[src/rtl/div_iter.sv]
// Iterative radix-2 restoring divider for DIV/DIVU in EX.
// Produces {remainder, quotient} one quotient bit per cycle and holds the
// pipeline via stall_req until the result is ready. annul cancels an
// in-flight division.
module div_iter #(
   parameter int unsigned WIDTH = 32
) (
   input  logic               clk,
   input  logic               rst,
   input  logic               start,
   input  logic               signed_div,
   input  logic [WIDTH-1:0]   a,
   input  logic [WIDTH-1:0]   b,
   input  logic               annul,
   output logic               stall_req,
   output logic               ready,
   output logic [2*WIDTH-1:0] result
);

   localparam int unsigned CW   = $clog2(WIDTH);
   localparam int unsigned LAST = WIDTH - 1;

   typedef enum logic [1:0] {
      S_IDLE,
      S_ZERO,
      S_ON,
      S_END
   } state_t;

   state_t           state;
   logic [CW-1:0]    cnt;
   logic [WIDTH-1:0] dvd_raw;
   logic [WIDTH-1:0] dvs;
   logic [WIDTH-1:0] quo;
   logic [WIDTH:0]   rem;
   logic             neg_q;
   logic             neg_r;

   logic [WIDTH-1:0] a_mag;
   logic [WIDTH-1:0] b_mag;
   logic [WIDTH:0]   shifted;
   logic [WIDTH:0]   diff;
   logic [WIDTH:0]   rem_nxt;
   logic [WIDTH-1:0] quo_nxt;
   logic [WIDTH-1:0] q_fix;
   logic [WIDTH-1:0] r_fix;

   // Operand magnitudes; the most negative value maps onto itself as unsigned.
   always_comb begin
      a_mag = (signed_div && a[WIDTH-1]) ? -a : a;
      b_mag = (signed_div && b[WIDTH-1]) ? -b : b;
   end

   // One restoring shift-subtract step plus final sign correction of its outcome.
   always_comb begin
      shifted = {rem[WIDTH-1:0], quo[WIDTH-1]};
      diff    = shifted - {1'b0, dvs};
      rem_nxt = shifted;
      quo_nxt = {quo[WIDTH-2:0], 1'b0};
      if (!diff[WIDTH]) begin
         rem_nxt    = diff;
         quo_nxt[0] = 1'b1;
      end
      q_fix = neg_q ? -quo_nxt : quo_nxt;
      r_fix = neg_r ? -rem_nxt[WIDTH-1:0] : rem_nxt[WIDTH-1:0];
   end

   // Hold EX while a start is being accepted or a division is in progress.
   assign stall_req = (start && (state == S_IDLE) && !annul) ||
                      (state == S_ZERO) || (state == S_ON);

   // Control FSM and datapath registers.
   always_ff @(posedge clk) begin
      if (rst) begin
         state   <= S_IDLE;
         ready   <= 1'b0;
         result  <= '0;
         cnt     <= '0;
         dvd_raw <= '0;
         dvs     <= '0;
         quo     <= '0;
         rem     <= '0;
         neg_q   <= 1'b0;
         neg_r   <= 1'b0;
      end else begin
         ready <= 1'b0;
         case (state)
            S_IDLE: begin
               if (start && !annul) begin
                  dvd_raw <= a;
                  dvs     <= b_mag;
                  quo     <= a_mag;
                  rem     <= '0;
                  cnt     <= '0;
                  neg_q   <= signed_div && (a[WIDTH-1] ^ b[WIDTH-1]);
                  neg_r   <= signed_div && a[WIDTH-1];
                  state   <= (b == '0) ? S_ZERO : S_ON;
               end
            end
            S_ZERO: begin
               if (annul) begin
                  state <= S_IDLE;
               end else begin
                  result <= {dvd_raw, {WIDTH{1'b1}}};
                  ready  <= 1'b1;
                  state  <= S_END;
               end
            end
            S_ON: begin
               if (annul) begin
                  state <= S_IDLE;
               end else begin
                  rem <= rem_nxt;
                  quo <= quo_nxt;
                  cnt <= cnt + CW'(1);
                  if (cnt == CW'(LAST)) begin
                     result <= {r_fix, q_fix};
                     ready  <= 1'b1;
                     state  <= S_END;
                  end
               end
            end
            S_END: begin
               state <= S_IDLE;
            end
            default: begin
               state <= S_IDLE;
            end
         endcase
      end
   end

endmodule
[config.mk]
export PLATFORM = sky130hd
export DESIGN_NAME = div_iter
export DESIGN_NICKNAME = d
export VERILOG_FILES = /design/src/rtl/div_iter.sv
export SDC_FILE = /design/constraint.sdc
export NUM_CORES = 1
export LEC_CHECK = 0
export ABC_AREA = 0
export ABC_CLOCK_PERIOD_IN_PS = 12500
export CAP_MARGIN = 20
export CORE_MARGIN = 3
export CORE_UTILIZATION = 30
export CTS_CLUSTER_DIAMETER = 100
export DETAILED_ROUTE_END_ITERATION = 7
export SLEW_MARGIN = 25
export SYNTH_ARGS = -nofsm -noshare
export SYNTH_HDL_FRONTEND = slang
export SYNTH_SLANG_ARGS = --single-unit
export TNS_END_PERCENT = 100
[constraint.sdc]
create_clock -name clk -period 12.5 [get_ports clk]
set_input_delay 2.5 -clock clk [delete_from_list [all_inputs] [get_ports clk]]
set_output_delay 2.5 -clock clk [all_outputs]
set_load 0.02 [all_outputs]
# Word level (Yosys, flattened, before mapping)
# Cells that the tools add are included.
# W data, S select, Z words.
[totals]
out_inout_bits = 66
inputBits = 69
elab_cells = 72
register_bits = 202
[op_classes]
n_reduce_logical = 17
n_mux = 29
n_eq_ne = 9
n_addsub = 6
bitwise = 1
[ops]
columns = ["operator", "count"]
rows = [
  ["$mux W32", 9],
  ["$mux W64", 3],
  ["$neg A32 Y32", 4],
  ["$pmux W32 S2", 2],
  ["$pmux W64 S2", 1],
  ["$sub A33 B32 Y33", 1],
  ["$logic_not A32 Y1", 1],
  ["$mux W2", 5],
  ["$mux W5", 2],
  ["$pmux W5 S2", 1],
  ["$pmux W2 S4", 1],
  ["$logic_and A1 B1 Y1", 6],
  ["$add A5 B1 Y5 const B", 1],
  ["$eq A5 B5 Y1 const B", 1],
  ["$eq A2 B2 Y1 const B", 2],
  ["$mux W1", 4],
  ["$ne A2 B1 Y1 const B", 2],
  ["$ne A2 B2 Y1 const B", 2],
  ["$reduce_and A2 Y1", 2],
  ["$reduce_and A4 Y1", 1],
  ["$reduce_bool A2 Y1", 2],
  ["$ne A3 B2 Y1 const B", 1],
  ["$reduce_and A3 Y1", 1],
  ["$eq A2 B1 Y1 const B", 1],
  ["5 further kinds", 6],
]

# Longest topological paths before layout
# Gate-level depths: netlist (run 1).
[depth]
depth_word = 7
mapped_depth = 23
mapped_depth_nobuf = 20

# Worst setup path before layout (run 1)
# No wires, ideal clock.
[synth_timing]
kind = "input to output"
start = "input port start"
end = "output port stall_req"
path_stages = 5
arrival_ns = 3.470
n_path_buf = 2
t_required_ns = 10.000
setup_slack_ns = 6.530
path_cell_list = "inv_1 nor3b_1 clkbuf_1 clkbuf_1 or3_1"
[synth_via]
elab_chain_len = 4
[synth_lines]
columns = ["element", "line", "rtl"]
rows = [
  ["from (decl)", "10", "input logic start,"],
  ["$logic_and A1 B1 Y1 (2 in a row)", "69", "assign stall_req = (start && (state == S_IDLE) && !annul) ||"],
  ["$logic_or A1 B1 Y1", "69", ""],
  ["$logic_or A1 B1 Y1", "70", "(state == S_ZERO) || (state == S_ON);"],
  ["to (decl)", "15", "output logic stall_req,"],
]
# Every way passes these cells.

# Final worst setup path (run 1)
[layout_timing]
start = "input port annul"
end = "output port stall_req"
[layout_via]
elab_chain_len = 4
[layout_lines]
columns = ["element", "line", "rtl"]
rows = [
  ["from (decl)", "14", "input logic annul,"],
  ["$logic_not A1 Y1", "69", ""],
  ["$logic_and A1 B1 Y1", "69", ""],
  ["$logic_or A1 B1 Y1", "69", ""],
  ["$logic_or A1 B1 Y1", "70", ""],
]
# Every way passes these cells.

==> impl_metrics.env, run 1 <==
export IMPL_cp_buffers_inverters=2
export IMPL_via_count=13000
export IMPL_grt_use_met3_pct=2.51
export IMPL_grt_pass1_vias=12100
export IMPL_worst_pin_slew_ns=0.973
export IMPL_crit_family="buffers and inverters"
export IMPL_coreArea_sq_um=42500
export IMPL_place_congestion=0.922
export IMPL_rsz0062_at_grt="no"
export IMPL_outcome="complete, no violations"
export IMPL_avgSynthCellArea_sq_um=7.54
export IMPL_pwr_share_comb_pct=42.2
export IMPL_ys_warn_count=0
export IMPL_via_per_inst=5.42
export IMPL_fin_util_pct=36.9
export IMPL_swShare_pct=40.9
export IMPL_fmax_mhz=152
export IMPL_cts_buffer_depth=3
export IMPL_route_detailed_drc=0
export IMPL_yosysUniqueCellTypes=86
export IMPL_cp_cell_sequence="clkdlybuf4s50_1 > nor3b_2 > or3_1 > clkdlybuf4s50_1"
export IMPL_synth_seq_cells=202
export IMPL_worstSetupEndpointType="output pin"
export IMPL_first_pass_iters=6
export IMPL_powerDensity_nw_per_um2=165
export IMPL_routed_wl_um=42700
export IMPL_critPathArrivalTime_ns=4.09
export IMPL_vdd_drop_max_uv=166
export IMPL_placed_cell_area_sq_um=14900
export IMPL_synth_compound_area_share_pct=26.4
export IMPL_crit_slowest_cell="clkdlybuf4s50_1"
export IMPL_muxShareOfSynthArea_pct=2.45
export IMPL_die_w_um=215
export IMPL_gr_total_overflow=0
export IMPL_root_buffer="clkbuf_16"
export IMPL_cts_sinks=202
export IMPL_insertion_delay_ns=0.55
export IMPL_place_hpwl_um=31500
export IMPL_setup_violations_final=0
export IMPL_critPathLaunchType="primary input"
export IMPL_p_switching_w=0.00106
export IMPL_cts_tree="done"
export IMPL_cp_max_fo=7
export IMPL_syn_to_final_growth_pct=19.7
export IMPL_gr_usage_all_layers_pct=17.6
export IMPL_worst_clock_skew_ns=0.0279
export IMPL_cp_common_cell="clkdlybuf4s50_1"
export IMPL_top_usage_layer="met2"
export IMPL_antenna_left=0
export IMPL_antennaDiodeCount=0
export IMPL_period_needed_ns=6.59
export IMPL_synth_edf_count=0
export IMPL_mostFrequentLayoutCell="nand2_1"
export IMPL_dieArea_sq_um=46200
export IMPL_crit_type="in -> out"
export IMPL_nNetsFinal=1912
export IMPL_ctsHoldBuffers=0
export IMPL_max_slew_margin_rel_pct=34.7
export IMPL_yosysSeqAreaShare_pct=30.8
export IMPL_start_util_pct=30.8
export IMPL_synth_top_family_by_area="compound AO/OA/AOI/OAI gates"
export IMPL_htree_levels=1
export IMPL_synth_xor_area_share_pct=8.55
export IMPL_grt_max_degree=119
export IMPL_setup_tns_ns=0
export IMPL_syn_area_sq_um=13100
export IMPL_hold_viol_final=0
export IMPL_grtUsageMet2_pct=27.6
export IMPL_hold_path_class="reg -> reg"
export IMPL_seqPwrFrac_pct=30.4
export IMPL_final_area_sq_um=15700
export IMPL_clockPowerShare_pct=27.4
export IMPL_antenna_found_initial=0
export IMPL_synth_simple_area_share_pct=22.6
export IMPL_drt_wirelength_per_cell_um=17.8
export IMPL_port_buffers=134
export IMPL_drtIter0Drc=1077
export IMPL_drive_above_1_share_pct=5.61
export IMPL_layout_common_cells="241 x nand2_1, 201 x dfxtp_1, 189 x nor2_1"
export IMPL_cts_made_buffers=24
export IMPL_ys_async_sr_fraction_pct=0
export IMPL_crit_path_max_incr_delay_ns=0.64
export IMPL_core_rowCount=75
export IMPL_postSynthNetCount=1850
export IMPL_crit_required_ns=10.00
export IMPL_p_leak_nw=5.63
export IMPL_ys_flop_type="dfxtp_1"
export IMPL_grtUsageMet1_pct=25.4
export IMPL_clkSlewWorstSetupHoldPaths_ns=0.06
export IMPL_internal_power_w=0.00153
export IMPL_finalCritPeriodShare_pct=52.8
export IMPL_cts_setup_buffers=0
export IMPL_synth_cells=1739
export IMPL_drv_slew=0
export IMPL_fp_dieH_um=215
export IMPL_grt_pass1_wl_um=67300
export IMPL_io_pins=135
export IMPL_synth_fa_ha_area_share_pct=4.07
export IMPL_cts_resized=0
export IMPL_drv_cap=0
worst reg2reg max path: cells and delay by family (launching register included):
| family | cells | cell delay, ns |
|---|---|---|
| adders and majority gates | 3 | 0.92 |
| and+or+nand+nor | 5 | 1.09 |
| AOI/OAI and AO/OA | 5 | 1.35 |
| buffers and inverters | 3 | 0.68 |
| DFF | 1 | 0.34 |
| muxes | 3 | 1.14 |
registers in the layout, summed over array words and instances (netlist names):
name     count
state        2
neg_r        1
neg_q        1
cnt          5
rem         32
dvd_raw     32
dvs         32
ready        1
result      64
quo         32
through the flow:
stage	std cells	hold WS, ns	setup slack (ns)	total power, W
2_1_floorplan	1739	0.432	6.53	0.00153
3_3_place_gp	2351	0.443	5.94	0.00187
3_5_place_dp	2352	0.443	5.92	0.00188
4_1_cts	2396	0.451	5.91	0.00260
5_1_grt	2396	0.478	5.86	0.00275
6_report	2396	0.451	5.91	0.00259
kinds of logic (layout without fill, tap and decap cells):
| family | count (synthesis) | in the layout |
|---|---|---|
| AO/OA/AOI/OAI | 525 | 525 |
| XOR/XNOR | 128 | 128 |
| adder cells (fa/ha/maj) | 42 | 42 |
| buffers and inverters | 171 | 251 |
| flip-flops | 202 | 202 |
| multiplexers | 31 | 31 |
| AND/OR/NAND/NOR | 640 | 640 |
Yosys cell counts (17+ instances only):
cell type	instances	share of area [%]
o21ai_0	81	3.1
clkbuf_1	90	2.6
nand2_1	242	6.9
a31oi_1	32	1.5
a21oi_1	167	6.4
xor2_1	77	5.1
xnor2_1	51	3.4
o31ai_1	22	1.3
inv_1	56	1.6
nor2_1	192	5.5
ha_1	41	3.9
a211oi_1	74	4.2
a22oi_1	36	2.1
nand3_1	32	1.2
mux2i_1	22	1.7
dfxtp_1	202	31
and3_1	17	0.81
or3_1	23	1.1
nor3_1	32	1.2
layout make-up:
type	instances	area, sq um
inverters	58	218
well taps	577	722
fillers	4482	26800
clock inverters	12	140
repair buffers	149	1470
clock buffers	32	661
multi-input cells	1366	8440
flip-flops and latches	202	4050
power groups by stage:
stage / logic [W] / registers [W] / clock network [W]
after floorplan: 0.000712 / 0.000821 / 0
after global placement: 0.00107 / 0.000799 / 0
after detailed placement: 0.00108 / 0.000802 / 0
after CTS: 0.00109 / 0.000788 / 0.000725
after global routing: 0.00120 / 0.000800 / 0.000751
final: 0.00109 / 0.000788 / 0.000710
worst paths after layout:
check                    from     endpoint  slack [ns]  depth (start not counted)
hold reg to reg   dvd_raw[28]  dvd_raw[28]        0.45                          2
setup / recovery        annul    stall_req        5.91                          4
setup reg to reg      quo[31]   result[62]        6.92                         19
hold / removal    dvd_raw[28]  dvd_raw[28]        0.45                          2
layer usage:
metal  share of wire [%]  routed length, um  vias to the layer above
met5                   0                  0                        -
met3                 6.3               2700                       57
met1                  47              20100                     6164
li1                    -                  -                     6387
met4                 2.3                994                        0
met2                  44              18900                      378
Note: power is estimated with default switching activity, not from simulation.
==> run 2: changes to the inputs <==
--- a/config.mk
+++ b/config.mk
@@ -6,7 +6,7 @@
 export NUM_CORES = 1
 export LEC_CHECK = 0
 export ABC_AREA = 0
-export ABC_CLOCK_PERIOD_IN_PS = 12500
+export ABC_CLOCK_PERIOD_IN_PS = 6600
 export CAP_MARGIN = 20
 export CORE_MARGIN = 3
 export CORE_UTILIZATION = 30
==> constraint.sdc (replaced) <==
create_clock -name clk -period 6.6 [get_ports clk]
set_input_delay 1.32 -clock clk [delete_from_list [all_inputs] [get_ports clk]]
set_output_delay 1.32 -clock clk [all_outputs]
set_load 0.02 [all_outputs]
==> run 2 against run 1 <==
  * Hold slack is essentially flat
  * Die area stayed put
  * First-iteration DRC count rose by 8.0%
  * Power is 91% higher
  * Flip-flop and latch count stayed put
  * Sequential power rose by 89%
  * Worst setup slack got worse by 4.4 ns
  * Critical endpoint is now result[58]
  * Routed wire length up 3.1%
  * Utilization grew 0.12 points
  * Sequential share of layout area shrank 0.084 points
  * Critical path depth grew 14
  * Count of clock-buffer cells in the layout grew 3
==> impl_metrics.env, run 2 (synthesis gave the netlist of run 1 again) <==
export IMPL_die_w_um=215
export IMPL_gr_usage_all_layers_pct=18.1
export IMPL_finalCritPeriodShare_pct=77.0
export IMPL_setup_slack_ns=1.52
export IMPL_pwr_share_comb_pct=42.3
export IMPL_worst_clock_skew_ns=0.0152
export IMPL_cp_cell_sequence="inv_1 > ha_1 > inv_1 > fa_1 > a211oi_2 > o21ai_2 > a31oi_4 > a21o_2 > o2111ai_2 > nand2_2 > mux2i_1 > ha_1 > nand4_1 > mux2_2 > nor3_1 > a31oi_1 > a41oi_1 > o221ai_1"
export IMPL_place_congestion=0.889
export IMPL_via_per_inst=5.49
export IMPL_worst_pin_slew_ns=0.969
export IMPL_ctsHoldBuffers=0
export IMPL_cts_buffer_depth=3
export IMPL_cts_tree="done"
export IMPL_nNetsFinal=1918
export IMPL_first_pass_iters=8
export IMPL_critPathLaunchType="flop"
export IMPL_hold_path_class="reg -> reg"
export IMPL_grt_pass1_vias=12200
export IMPL_routed_wl_um=44000
export IMPL_grt_pass1_wl_um=68600
export IMPL_port_buffers=134
export IMPL_crit_type="reg -> reg"
export IMPL_swShare_pct=40.6
export IMPL_clockPowerShare_pct=27.6
export IMPL_powerDensity_nw_per_um2=315
export IMPL_internal_power_w=0.00294
export IMPL_fmax_mhz=197
export IMPL_met2WireLength_um=19600
export IMPL_setup_tns_ns=0
export IMPL_pre_cts_ws_ns=1.63
export IMPL_syn_to_final_growth_pct=20.1
export IMPL_gr_total_overflow=0
export IMPL_place_hpwl_um=32500
export IMPL_p_leak_nw=5.68
export IMPL_start_util_pct=30.8
export IMPL_route_detailed_drc=0
export IMPL_core_rowCount=75
export IMPL_grt_max_degree=78
export IMPL_io_pins=135
export IMPL_coreArea_sq_um=42500
export IMPL_cts_setup_buffers=0
export IMPL_seqPwrFrac_pct=30.1
export IMPL_drv_slew=0
export IMPL_m1WireLength_um=20900
export IMPL_hold_viol_final=0
export IMPL_antennaDiodeCount=0
export IMPL_cp_max_fo=12
export IMPL_dieArea_sq_um=46200
export IMPL_crit_required_ns=6.98
export IMPL_antenna_left=0
export IMPL_outcome="complete, no violations"
export IMPL_drv_cap=0
export IMPL_p_switching_w=0.00201
export IMPL_crit_slowest_cell="fa_1"
export IMPL_period_needed_ns=5.08
export IMPL_crit_path_max_incr_delay_ns=0.42
export IMPL_mostFrequentLayoutCell="nand2_1"
export IMPL_insertion_delay_ns=0.53
export IMPL_drtIter0Drc=1163
export IMPL_worstSetupEndpointType="flop"
export IMPL_fin_util_pct=37.0
export IMPL_largest_reg_flops=64
export IMPL_max_slew_margin_rel_pct=35.3
export IMPL_top_register="result"
export IMPL_top_layer_used="met4"
export IMPL_fp_dieH_um=215
export IMPL_cts_made_buffers=25
export IMPL_whs_ns=0.451
export IMPL_rsz0062_at_grt="no"
export IMPL_cts_sinks=202
export IMPL_root_buffer="clkbuf_16"
export IMPL_drive_above_1_share_pct=5.88
export IMPL_via_count=13200
export IMPL_antenna_found_initial=0
export IMPL_clkSlewWorstSetupHoldPaths_ns=0.06
export IMPL_drt_wirelength_per_cell_um=18.3
export IMPL_cp_buffers_inverters=2
export IMPL_crit_family="compound AO/OA/AOI/OAI gates"
export IMPL_wl_met3_um=2620
export IMPL_htree_levels=1
export IMPL_setup_violations_final=0
export IMPL_cts_resized=0
export IMPL_critPathArrivalTime_ns=5.46
export IMPL_vdd_drop_max_uv=272
export IMPL_layout_common_cells="242 x nand2_1, 201 x dfxtp_1, 189 x nor2_1"
-- run 2: cell count changes in the layout (fill, tap and decap cells not counted), sizes merged --
cell      change
buf           +5
clkbuf        +3
clkinv        -2
clkinvlp      -2
bufinv        -1
inv           -1
-- run 2: path summary, 6_finish.rpt --
kind,startpoint,to,slack (ns),cells past startpoint
min reg2reg,dvd_raw[16],dvd_raw[16],0.45,2
max reg2reg,quo[31],result[58],1.52,18
max,quo[31],result[58],1.52,18
min,dvd_raw[16],dvd_raw[16],0.45,2
-- run 2: cell type report --
class	instances	area, sq um
Clock buffer	35	753
Timing Repair Buffer	154	1510
Clock inverter	6	57.6
Multi-Input combinational cell	1366	8440
Tap cell	577	722
Inverter	58	218
Sequential cell	202	4050
Fill cell	4459	26800
-- run 2: layer usage --
| metal | up-vias | GRT usage, % |
|---|---|---|
| met4 | 0 | 3.94 |
| met3 | 60 | 2.67 |
| met5 | - | 0 |
| met2 | 401 | 28.8 |
| li1 | 6404 | - |
| met1 | 6296 | 26.0 |
-- run 2: worst min-delay path: cells and delay by family, from the launching register on --
kind,cells,cell delay [ns]
compound gates,1,0.05
flops,1,0.30
simple gates,1,0.05
-- run 2: power by group through the flow --
| stage | logic [W] | registers (W) | clock network [W] |
|---|---|---|---|
| finish | 0.00210 | 0.00149 | 0.00137 |
| global route | 0.00229 | 0.00151 | 0.00144 |
| CTS | 0.00207 | 0.00149 | 0.00140 |
| detailed placement | 0.00206 | 0.00152 | 0 |
| global placement | 0.00204 | 0.00151 | 0 |
| floorplan | 0.00135 | 0.00155 | 0 |
-- run 2: through the flow --
step	total power (W)	instance area, sq um	cells
global route	0.00524	15700	2398
floorplan	0.00290	13100	1739
detailed placement	0.00358	14900	2356
CTS	0.00496	15700	2397
global placement	0.00355	14900	2356
finish	0.00496	15700	2398
